[src/rtl/ascon_pkg.sv]
// Shared Ascon state type, inverse S-box, linear-layer rotations and round helpers.
package ascon_pkg;

   localparam int unsigned WORD_W     = 64;
   localparam int unsigned NUM_WORDS  = 5;
   localparam int unsigned ROUNDS_W   = 4;
   localparam int unsigned MAX_ROUNDS = 12;

   typedef logic [NUM_WORDS-1:0][WORD_W-1:0] ascon_state_t;

   typedef enum logic [1:0] {ST_IDLE, ST_RUN, ST_DONE} inv_fsm_t;

   // Column value {S0,S1,S2,S3,S4} (S0 = MSB) -> preimage under the forward S-box.
   localparam logic [4:0] SBOX_INV [32] = '{
      5'h14, 5'h1a, 5'h07, 5'h0d, 5'h00, 5'h09, 5'h0e, 5'h12,
      5'h0a, 5'h06, 5'h1d, 5'h01, 5'h19, 5'h15, 5'h13, 5'h1e,
      5'h18, 5'h16, 5'h0b, 5'h11, 5'h03, 5'h05, 5'h1c, 5'h1f,
      5'h17, 5'h1b, 5'h04, 5'h08, 5'h0f, 5'h0c, 5'h10, 5'h02
   };

   localparam int unsigned ROT_A [NUM_WORDS] = '{19, 61, 1, 10, 7};
   localparam int unsigned ROT_B [NUM_WORDS] = '{28, 39, 6, 17, 41};

   function automatic logic [7:0] round_const(input logic [ROUNDS_W-1:0] r);
      return {4'(4'd15 - r), r};
   endfunction

   function automatic logic [WORD_W-1:0] rotr64(input logic [WORD_W-1:0] x,
                                                input int unsigned amt);
      int unsigned m;
      m = amt % WORD_W;
      return (x >> m) | (x << ((WORD_W - m) % WORD_W));
   endfunction

   // Sigma^-1 = Sigma^63 = product of Sigma^(2^j), j = 0..5, each a fixed rotation pair.
   function automatic logic [WORD_W-1:0] inv_sigma(input logic [WORD_W-1:0] x,
                                                   input int unsigned a,
                                                   input int unsigned b);
      logic [WORD_W-1:0] y;
      y = x;
      for (int j = 0; j < 6; j++) begin
         y = y ^ rotr64(y, (a << j) % WORD_W) ^ rotr64(y, (b << j) % WORD_W);
      end
      return y;
   endfunction

   function automatic ascon_state_t inv_linear_layer(input ascon_state_t s);
      ascon_state_t r;
      r = s;
      for (int k = 0; k < int'(NUM_WORDS); k++) begin
         r[k] = inv_sigma(s[k], ROT_A[k], ROT_B[k]);
      end
      return r;
   endfunction

   function automatic ascon_state_t add_round_const(input ascon_state_t s,
                                                    input logic [ROUNDS_W-1:0] r);
      ascon_state_t t;
      t = s;
      t[2][7:0] = s[2][7:0] ^ round_const(r);
      return t;
   endfunction

endpackage

[src/rtl/inv_substitution_layer.sv]
// Combinational inverse Ascon S-box applied to all 64 five-bit columns.
module inv_substitution_layer
   import ascon_pkg::*;
(
   input  ascon_state_t state_array_i,
   output ascon_state_t state_array_o
);

   for (genvar j = 0; j < int'(WORD_W); j++) begin : g_col
      logic [4:0] col;
      logic [4:0] res;
      assign col = {state_array_i[0][j], state_array_i[1][j], state_array_i[2][j],
                    state_array_i[3][j], state_array_i[4][j]};
      assign res = SBOX_INV[col];
      assign state_array_o[0][j] = res[4];
      assign state_array_o[1][j] = res[3];
      assign state_array_o[2][j] = res[2];
      assign state_array_o[3][j] = res[1];
      assign state_array_o[4][j] = res[0];
   end

endmodule

[src/rtl/ascon_inv_permutation.sv]
// Iterative inverse Ascon permutation, one inverse round per clock behind valid/ready.
// Define ASCON_INV_ROUNDS2_EN to invert two rounds per RUN cycle.
module ascon_inv_permutation
   import ascon_pkg::*;
(
   input  logic                clk_i,
   input  logic                rst_i,
   input  logic                valid_i,
   output logic                ready_o,
   input  logic [ROUNDS_W-1:0] rounds_i,
   input  ascon_state_t        state_array_i,
   output logic                valid_o,
   input  logic                ready_i,
   output ascon_state_t        state_array_o
);

   inv_fsm_t            fsm;
   ascon_state_t        work;
   logic [ROUNDS_W-1:0] cnt;
   logic [ROUNDS_W-1:0] rnd;
   logic [ROUNDS_W-1:0] n_clamped;

   ascon_state_t lin1, sb1, round1;

   assign n_clamped = (rounds_i > ROUNDS_W'(MAX_ROUNDS)) ? ROUNDS_W'(MAX_ROUNDS) : rounds_i;

   // Inverse round for index rnd: linear layer, S-box, then constant.
   assign lin1   = inv_linear_layer(work);
   inv_substitution_layer u_sbox1 (.state_array_i(lin1), .state_array_o(sb1));
   assign round1 = add_round_const(sb1, rnd);

`ifdef ASCON_INV_ROUNDS2_EN
   ascon_state_t lin2, sb2, round2;
   assign lin2   = inv_linear_layer(round1);
   inv_substitution_layer u_sbox2 (.state_array_i(lin2), .state_array_o(sb2));
   assign round2 = add_round_const(sb2, rnd - ROUNDS_W'(1));
`endif

   assign state_array_o = work;

   // The first inverted round is always index 11, whatever n is.
   always_ff @(posedge clk_i or posedge rst_i) begin
      if (rst_i) begin
         fsm     <= ST_IDLE;
         work    <= '0;
         cnt     <= '0;
         rnd     <= '0;
         valid_o <= 1'b0;
         ready_o <= 1'b1;
      end else begin
         case (fsm)
            ST_IDLE: begin
               if (valid_i && ready_o) begin
                  work    <= state_array_i;
                  cnt     <= n_clamped;
                  rnd     <= ROUNDS_W'(MAX_ROUNDS - 1);
                  ready_o <= 1'b0;
                  fsm     <= (n_clamped == '0) ? ST_DONE : ST_RUN;
               end
            end
            ST_RUN: begin
`ifdef ASCON_INV_ROUNDS2_EN
               if (cnt >= ROUNDS_W'(2)) begin
                  work <= round2;
                  cnt  <= cnt - ROUNDS_W'(2);
                  rnd  <= rnd - ROUNDS_W'(2);
                  if (cnt == ROUNDS_W'(2)) begin
                     fsm     <= ST_DONE;
                     valid_o <= 1'b1;
                  end
               end else begin
                  work    <= round1;
                  cnt     <= cnt - ROUNDS_W'(1);
                  rnd     <= rnd - ROUNDS_W'(1);
                  fsm     <= ST_DONE;
                  valid_o <= 1'b1;
               end
`else
               work <= round1;
               cnt  <= cnt - ROUNDS_W'(1);
               rnd  <= rnd - ROUNDS_W'(1);
               if (cnt == ROUNDS_W'(1)) begin
                  fsm     <= ST_DONE;
                  valid_o <= 1'b1;
               end
`endif
            end
            ST_DONE: begin
               // n = 0 enters DONE straight from IDLE; valid_o follows one edge later.
               if (!valid_o) begin
                  valid_o <= 1'b1;
               end else if (ready_i) begin
                  valid_o <= 1'b0;
                  ready_o <= 1'b1;
                  fsm     <= ST_IDLE;
               end
            end
            default: fsm <= ST_IDLE;
         endcase
      end
   end

endmodule
[config.mk]
export PLATFORM = sky130hd
export DESIGN_NAME = ascon_inv_permutation
export DESIGN_NICKNAME = d
export VERILOG_FILES = /design/src/rtl/ascon_pkg.sv /design/src/rtl/inv_substitution_layer.sv /design/src/rtl/ascon_inv_permutation.sv
export SDC_FILE = /design/constraint.sdc
export NUM_CORES = 2
export LEC_CHECK = 0
export BUFFER_PORTS_ARGS = -buffer_cell sky130_fd_sc_hd__buf_2
export CAP_MARGIN = 10
export CORE_AREA = 3 3 516 416
export CTS_BUF_LIST = sky130_fd_sc_hd__clkbuf_16
export DETAILED_ROUTE_END_ITERATION = 8
export DIE_AREA = 0 0 519 419
export SETUP_SLACK_MARGIN = 0.3
export SYNTH_ARGS = -nofsm -noshare
export SYNTH_HDL_FRONTEND = slang
export SYNTH_SLANG_ARGS = --single-unit
[constraint.sdc]
create_clock -name clk_i -period 12 [get_ports clk_i]
set_clock_uncertainty 0.2 [all_clocks]
set_input_delay 0.6 -clock clk_i [delete_from_list [all_inputs] [get_ports clk_i]]
set_output_delay 0.6 -clock clk_i [all_outputs]
set_load 0.05 [all_outputs]
==> flow_results.xml <==
<?xml version="1.0" encoding="UTF-8"?>
<metrics>
  <group name="synthesis">
    <metric name="synth_enable_flop_cells" unit="">0</metric>
    <metric name="post_synth.cell_area_avg" unit="um^2">9.98</metric>
    <metric name="async_flop_share" unit="">1.00</metric>
    <metric name="yosys.cell_types.count" unit="">84</metric>
    <metric name="syn-instance-count" unit="">7133</metric>
    <metric name="syn-num-nets" unit="">7904</metric>
    <metric name="postSynth.topFlopCell" unit="">dfrtp_1</metric>
    <metric name="synth_warnings" unit="">0</metric>
    <metric name="synth.cell_area" unit="mm^2">0.0712</metric>
    <metric name="yosys_register_bits" unit="">332</metric>
    <metric name="synth_seq_area_share" unit="">0.117</metric>
  </group>
  <group name="final_layout">
    <metric name="final_common_cell" unit="">xnor2_1</metric>
    <metric name="final_cell_mix" unit="">xnor2_1 (959), buf_2 (649), xnor3_1 (638)</metric>
    <metric name="layoutNonFillerInstCount" unit="">10600</metric>
    <metric name="layout.core_utilization" unit="">0.387</metric>
    <metric name="drive_above_1_share" unit="">0.165</metric>
    <metric name="final_area" unit="mm^2">0.0810</metric>
    <metric name="fin_nets" unit="">8497</metric>
    <metric name="number_of_fillers_in_the_final_layout" unit="">20800</metric>
    <metric name="syn_to_final_growth" unit="%">13.7</metric>
  </group>
  <group name="sta">
    <metric name="grt_setup_unrepaired" unit="">no</metric>
    <metric name="fmax" unit="MHz">139</metric>
    <metric name="min_period_over_period" unit="">0.597</metric>
    <metric name="finalCriticalPeriod" unit="ps">7170</metric>
    <metric name="setup_viol_count_final" unit="">0</metric>
    <metric name="setup_tns" unit="ps">0</metric>
    <metric name="hold_viol" unit="">0</metric>
    <metric name="hold_slack" unit="ps">30.3</metric>
    <metric name="tightestPinTransition" unit="ps">1340</metric>
    <metric name="final-max-slew-violation-count" unit="">0</metric>
    <metric name="slew_headroom" unit="">0.104</metric>
  </group>
  <group name="critical_path">
    <metric name="path_max_fanout" unit="">9</metric>
    <metric name="r2r.worst_path.cells" unit="">14</metric>
    <metric name="critical_path_required" unit="ps">12420</metric>
    <metric name="startpoint_type" unit="">flop</metric>
    <metric name="worst_setup_end_kind" unit="">flop</metric>
    <metric name="crit_type" unit="">reg2reg</metric>
    <metric name="worstPathArrival" unit="ps">7590</metric>
  </group>
  <group name="routing">
    <metric name="drt_wirelength" unit="um">386000</metric>
    <metric name="antenna_violating_nets_post_route" unit="">0</metric>
    <metric name="post-route-drc-count" unit="">0</metric>
    <metric name="routed_wire_per_std_cell" unit="um">36.4</metric>
    <metric name="via_count" unit="">62500</metric>
    <metric name="initial_drc_count" unit="">9036</metric>
    <metric name="drtPass1Iterations" unit="">6</metric>
    <metric name="avgViaCountPerCell" unit="">5.90</metric>
  </group>
  <group name="grt">
    <metric name="track_usage" unit="">0.340</metric>
    <metric name="grt_util_met1" unit="">0.452</metric>
    <metric name="global_route_wire_length_before_repair" unit="um">507000</metric>
    <metric name="grt_antenna_before_repair" unit="">41</metric>
    <metric name="grt.met2_usage" unit="">0.468</metric>
    <metric name="globalRoute.busiestLayer" unit="">met2</metric>
    <metric name="grt_remaining_overflow" unit="">0</metric>
    <metric name="groute.layer.met3.usage" unit="">0.133</metric>
    <metric name="first_global_vias" unit="">56700</metric>
    <metric name="maximum_number_of_pins_on_one_net_before_global_route_repair" unit="">121</metric>
  </group>
  <group name="min_path">
    <metric name="whs_path_cells" unit="">3</metric>
    <metric name="worstHoldPathType" unit="">in2reg</metric>
  </group>
  <group name="placement">
    <metric name="hpwl" unit="um">321000</metric>
    <metric name="post_dp_cell_area" unit="mm^2">0.0784</metric>
    <metric name="placed_cells_incl_taps" unit="">10400</metric>
    <metric name="port-buffer-count" unit="">649</metric>
    <metric name="routabilityCongestion" unit="">1.07</metric>
  </group>
  <group name="power_and_ir_drop">
    <metric name="leakage" unit="nW">39.4</metric>
    <metric name="pwr_density_cell" unit="mW/mm^2">86.9</metric>
    <metric name="max-vdd-ir-drop" unit="V">0.000111</metric>
  </group>
  <group name="clocking">
    <metric name="root_buf_cell" unit="">clkbuf_16</metric>
    <metric name="cts.reportedPaths.clkPinSlew" unit="ps">70</metric>
    <metric name="htreeDepth" unit="">2</metric>
    <metric name="cts-root-to-sink-buffers" unit="">3</metric>
    <metric name="postCtsResizedCells" unit="">0</metric>
    <metric name="clock_latency" unit="ps">710</metric>
    <metric name="tritoncts_num_sinks" unit="">332</metric>
    <metric name="cts_inserted_buffers" unit="">49</metric>
    <metric name="tritoncts" unit="">done</metric>
  </group>
  <group name="die">
    <metric name="initial_utilization" unit="">0.341</metric>
    <metric name="ioPinCount" unit="">650</metric>
    <metric name="fp.dieArea" unit="mm^2">0.217</metric>
    <metric name="core_footprint" unit="mm^2">0.209</metric>
    <metric name="die_h" unit="um">419</metric>
    <metric name="std_cell_rows" unit="">150</metric>
    <metric name="chipWidth" unit="um">519</metric>
  </group>
  <group name="job">
    <metric name="max-cap-violations" unit="">0</metric>
  </group>
  <group name="status">
    <metric name="run_status" unit="">finished clean</metric>
  </group>
</metrics>
==> report_power, final <==
| part | internal, mW | switching (mW) |
|---|---|---|
| combinational | 1.47 | 2.84 |
| sequential | 1.12 | 0.00563 |
| clock | 0.854 | 0.755 |
==> flip-flops by register name (all words and copies together), names as in the netlist <==
signal and cells:
cnt 4, fsm 2, ready_o 1, rnd 4, state_array_o 320, valid_o 1
==> layer usage <==
| layer | wire (um) | vias up | part of all wire |
|---|---|---|---|
| li1 | - | 26300 | - |
| met1 | 153000 | 31300 | 0.40 |
| met2 | 151000 | 4286 | 0.39 |
| met3 | 55100 | 655 | 0.14 |
| met4 | 26500 | 30 | 0.069 |
| met5 | 567 | - | 0.0015 |
==> timing repair <==
item	CTS	global route
endpoints found under the hold margin	132	0
endpoints found under the setup margin	0	0
setup buffers	0	0
hold buffers	83	0
==> Yosys cell counts, drive strengths merged (108+ instances only) <==
cell,n,share of area
mux2i,417,0.059
nor2,372,0.020
buf,135,0.010
inv,277,0.015
xor3,206,0.069
o22ai,108,0.0095
xnor3,653,0.21
xor2,475,0.061
clkbuf,300,0.016
o21ai,490,0.034
a21oi,418,0.029
ha,443,0.078
nand2,391,0.021
xnor2,1059,0.14
dfrtp,331,0.12
==> layout make-up <==
type | count | area (um^2) | share of cell area
diodes | 13 | 32.5 | 0.000402
clock buffers | 50 | 1250 | 0.0155
clock inverters | 42 | 383 | 0.00473
inverters | 285 | 1080 | 0.0133
multi-input cells | 6081 | 60400 | 0.746
flip-flops and latches | 332 | 8320 | 0.103
well taps | 2812 | 3520 | 0.0435
repair buffers | 977 | 6000 | 0.0741
==> through the flow <==
stage / setup WS (ps) / power [mW]
floorplan: 2010 / 3.58
global placement: 5050 / 5.21
global route: 4910 / 7.27
detailed placement: 5210 / 5.25
finish: 4830 / 7.04
CTS: 5160 / 6.89
==> worst paths after layout <==
check / start / end / slack [ps]
min: state_array_i[301] / state_array_o[301] / 30
max: state_array_o[258] / state_array_o[95] / 4830
max reg2reg: state_array_o[258] / state_array_o[95] / 4830
max in group asynchronous: rst_i / fsm[0] / 9010
min reg2reg: ready_o / ready_o / 320
min in group asynchronous: rst_i / state_array_o[191] / 320
==> critical path, cell delays in order, from the launching register on <==
cell and delay, ps:
dfrtp_1 810, xor3_1 630, xnor2_1 340, xnor3_1 580, xor2_1 810, xnor3_1 570
xor2_1 1030, inv_1 310, ha_1 450, inv_1 70, mux2_2 260, mux2_2 280
mux2i_1 130, o21ai_0 340, a21oi_1 250
==> logic make-up after synthesis <==
group	share of synthesized area
compound gates	0.135
simple gates	0.0726
buf+inv	0.0409
xor+xnor	0.474
fa+ha+maj	0.0779
flops	0.117
mux	0.0824
No activity file was read; power rests on OpenSTA's default activity.
